### config.mk
export PLATFORM = sky130hd
export DESIGN_NAME = univ_shift_reg
export DESIGN_NICKNAME = d
export VERILOG_FILES = /design/src/rtl/univ_shift_reg.sv
export SDC_FILE = /design/constraint.sdc
export NUM_CORES = 1
export LEC_CHECK = 0
export ABC_AREA = 1
export BUFFER_PORTS_ARGS = -buffer_cell sky130_fd_sc_hd__buf_4
export CAP_MARGIN = 20
export CORE_UTILIZATION = 51
export CTS_BUF_LIST = sky130_fd_sc_hd__clkbuf_2 sky130_fd_sc_hd__clkbuf_4 sky130_fd_sc_hd__clkbuf_8
export CTS_CLUSTER_SIZE = 20
export DETAILED_ROUTE_END_ITERATION = 10
export GPL_TIMING_DRIVEN = 0
export PLACE_DENSITY = 0.91
export SYNTH_ARGS = -nofsm -noshare
export SYNTH_HDL_FRONTEND = slang
export SYNTH_SLANG_ARGS = --single-unit
### constraint.sdc
create_clock -name clk -period 1.52 [get_ports clk]
set_input_delay 0.076 -clock clk [delete_from_list [all_inputs] [get_ports clk]]
set_output_delay 0.076 -clock clk [all_outputs]
set_load 0.01 [all_outputs]
### src/rtl/univ_shift_reg.sv
// Universal WIDTH-bit register with hold, shift, rotate, parallel load and clear.
// Serial outputs are registered alongside q; qn and zero are derived from q.
module univ_shift_reg #(
   parameter int               WIDTH     = 8,
   parameter logic [WIDTH-1:0] RESET_VAL = '0
) (
   input  logic             clk,
   input  logic             rst,
   input  logic             en,
   input  logic [2:0]       mode,
   input  logic [WIDTH-1:0] d,
   input  logic             sin_r,
   input  logic             sin_l,
   output logic [WIDTH-1:0] q,
   output logic [WIDTH-1:0] qn,
   output logic             sout_r,
   output logic             sout_l,
   output logic             zero
);

   localparam logic [2:0] M_HOLD  = 3'b000;
   localparam logic [2:0] M_SHR   = 3'b001;
   localparam logic [2:0] M_SHL   = 3'b010;
   localparam logic [2:0] M_LOAD  = 3'b011;
   localparam logic [2:0] M_ROTR  = 3'b100;
   localparam logic [2:0] M_ROTL  = 3'b101;
   localparam logic [2:0] M_CLEAR = 3'b110;

   logic [WIDTH-1:0] r_q;
   logic             r_sout_r;
   logic             r_sout_l;
   logic [WIDTH-1:0] w_q_next;
   logic             w_sout_r_next;
   logic             w_sout_l_next;

   // Serial outputs keep their value unless the selected mode moves a bit out.
   always_comb begin
      w_q_next      = r_q;
      w_sout_r_next = r_sout_r;
      w_sout_l_next = r_sout_l;
      case (mode)
         M_HOLD: ;
         M_SHR: begin
            w_q_next      = {sin_r, r_q[WIDTH-1:1]};
            w_sout_r_next = r_q[0];
         end
         M_SHL: begin
            w_q_next      = {r_q[WIDTH-2:0], sin_l};
            w_sout_l_next = r_q[WIDTH-1];
         end
         M_LOAD: w_q_next = d;
         M_ROTR: begin
            w_q_next      = {r_q[0], r_q[WIDTH-1:1]};
            w_sout_r_next = r_q[0];
         end
         M_ROTL: begin
            w_q_next      = {r_q[WIDTH-2:0], r_q[WIDTH-1]};
            w_sout_l_next = r_q[WIDTH-1];
         end
         M_CLEAR: begin
            w_q_next      = '0;
            w_sout_r_next = 1'b0;
            w_sout_l_next = 1'b0;
         end
         default: ;
      endcase
   end

   always_ff @(posedge clk or posedge rst) begin
      if (rst) begin
         r_q      <= RESET_VAL;
         r_sout_r <= 1'b0;
         r_sout_l <= 1'b0;
      end else if (en) begin
         r_q      <= w_q_next;
         r_sout_r <= w_sout_r_next;
         r_sout_l <= w_sout_l_next;
      end
   end

   assign q      = r_q;
   assign qn     = ~r_q;
   assign sout_r = r_sout_r;
   assign sout_l = r_sout_l;
   assign zero   = (r_q == '0);

endmodule

==> results.yml <==
placement:
  place.gp.congestion: 0.720
  io_buffers: 32
  post-place-ws_ns: 0.421
  dp_hpwl_um: 1450
  detailed_place.area_um2: 1040
clock_network:
  root_buffer: "clkbuf_4"
  cts_buffer_depth: 2
  cts_htree_levels: 1
  numCtsBuffers: 3
  cts_tree: "built"
  path_clk_slew_ns: 0.07
  cts.sinks: 10
  cts_resized: 0
  insertion_delay_ns: 0.27
detailed_routing:
  via_per_inst: 4.86
  drc: 0
  dr_total_vias: 851
  dr.pass1.iters: 4
  wirelength_um: 1930
  drt_iter0_markers: 11
  ant_nets: 0
  wl_per_cell_um: 11.0
floorplanning:
  coreArea_um2: 1370
  fp.dieH_um: 41.0
  initial_core_util: 0.569
  placementRows: 13
  ioPinCount: 35
  fp.dieW_um: 41.0
  dieArea_um2: 1680
setup_path:
  critPathLaunch: "q[0]"
  crit_path_end_kind: "output port"
  arrival_ns: 1.23
  cp_max_fo: 6
  reg2reg_from: "q[7]"
  worstSetupPathType: "register to output port"
  startpoint_type: "register"
  crit_required_ns: 1.44
global_route:
  grt_pass1_vias: 701
  antenna_found_initial: 0
  grt_pass1_wl_um: 2870
  grt_usage: 0.262
  overflow: 0
  grt_max_degree: 11
finish:
  fillers: 113
  antennaDiodeCount: 0
  final_common_cell: "nand2_1"
  final_nets: 177
  final_area_um2: 1080
  layout_common_cells: "nand2_1, buf_4, nor2_1, inv_1, dfrtp_1"
  drive_gt1_frac: 0.325
  area_delta_synth_final_pct: 39.3
synth:
  synth_seq_cells: 10
  muxShareOfSynthArea: 0
  yosysUniqueCellTypes: 19
  yosys.area_share.adder: 0
  yosys_warnings: 0
  post_synth.cell_area_avg_um2: 6.32
  syn_nets: 139
  synth_compound_area_frac: 0.0644
  synth_area_um2: 777
  synthCells: 123
  synth-xor-area-share: 0
  ys_seq_area_frac: 0.322
  synth_simple_gate_area_frac: 0.517
  synth_top_family_by_area: "simple AND/OR/NAND/NOR gates"
power:
  leakagePower_nw: 0.612
  peakVddDrop_mv: 0.748
  p_per_area_nw_per_um2: 1040
  p_total_mw: 1.13
timing:
  slew_viol_final: 0
  timing.setup.tns_ns: 0
  fmax_mhz: 763
  holdWs_ns: 0.0746
  worstMarginPinSlew_ns: 0.425
  rsz0062_at_grt: "false"
  slew_headroom: 0.716
  skew_ns: 0.00127
  hold_viol_final: 0
  setup-violations-final: 0
  period_needed_ns: 1.31
  min_period_over_period: 0.862
  setup_ws_ns: 0.210
min_path:
  min_from: "en"
  hold_class: "input port to register"
run_status:
  status: "completed"
run:
  cap_violations: 0
## registers in the layout, summed over array words and instances (netlist names)
signal,cells
sout_r,1
sout_l,1
q,8
## power by group
| part | switching, mW | internal, mW |
|---|---|---|
| Sequential | 0.0756 | 0.325 |
| Clock | 0.106 | 0.146 |
| Combinational | 0.244 | 0.232 |
## stage by stage
step                std cells  utilization
global placement          170        0.758
finish                    175        0.792
detailed placement        170        0.758
global route              175        0.792
CTS                       175        0.792
floorplan                 123            -
## cell type report
cell class                 instances  area (um2)  area share
buffer                             3        26.3      0.0243
clock buffer                       4        36.3      0.0335
inverter                          13        48.8      0.0451
multi-input combinational         97         452       0.417
sequential                        10         250       0.231
tap                               15        18.8      0.0173
timing repair buffer              33         250       0.231
## synthesized netlist by cell type, drive strengths merged
library cell / n / area [um2]
dfrtp: 10 / 250
a21oi: 4 / 31.3
nand4: 2 / 12.5
o21ai: 3 / 18.8
nand3: 7 / 35.0
nand3b: 1 / 7.51
nand2: 52 / 230
buf: 3 / 26.3
nor3: 1 / 5.00
nor2: 27 / 111
inv: 13 / 48.8
## final timing paths
path	cells after the start	end	slack [ns]
hold / removal	4	q[7]	0.07
hold reg to reg	2	sout_r	0.51
setup / recovery	4	zero	0.21
min in group asynchronous	3	q[1]	0.38
setup reg to reg	4	q[0]	0.60
max in group asynchronous	3	q[3]	0.85
## cells by family after synthesis
| group | after synthesis |
|---|---|
| flip-flops | 10 |
| AND/OR/NAND/NOR | 90 |
| AO/OA/AOI/OAI | 7 |
| buffers and inverters | 16 |
## metal layers
layer,part of all wire,vias up,track usage
met2,0.50,24,0.465
met5,0,-,0
li1,-,448,-
met4,0.015,0,0.117
met1,0.44,374,0.310
met3,0.045,5,0.0326
## critical path: stages, from the launching register on
cell     delay, ns
dfrtp_1       0.45
inv_1         0.12
nand3_1       0.08
nor3_1        0.17
buf_4         0.15
## repair_timing
item                                    4_1_cts  5_1_grt
hold buffers                                  1        0
hold endpoints to repair                     10        0
setup buffers                                 0        0
endpoints found under the setup margin        0        0
No activity file was read; power rests on OpenSTA's default activity.
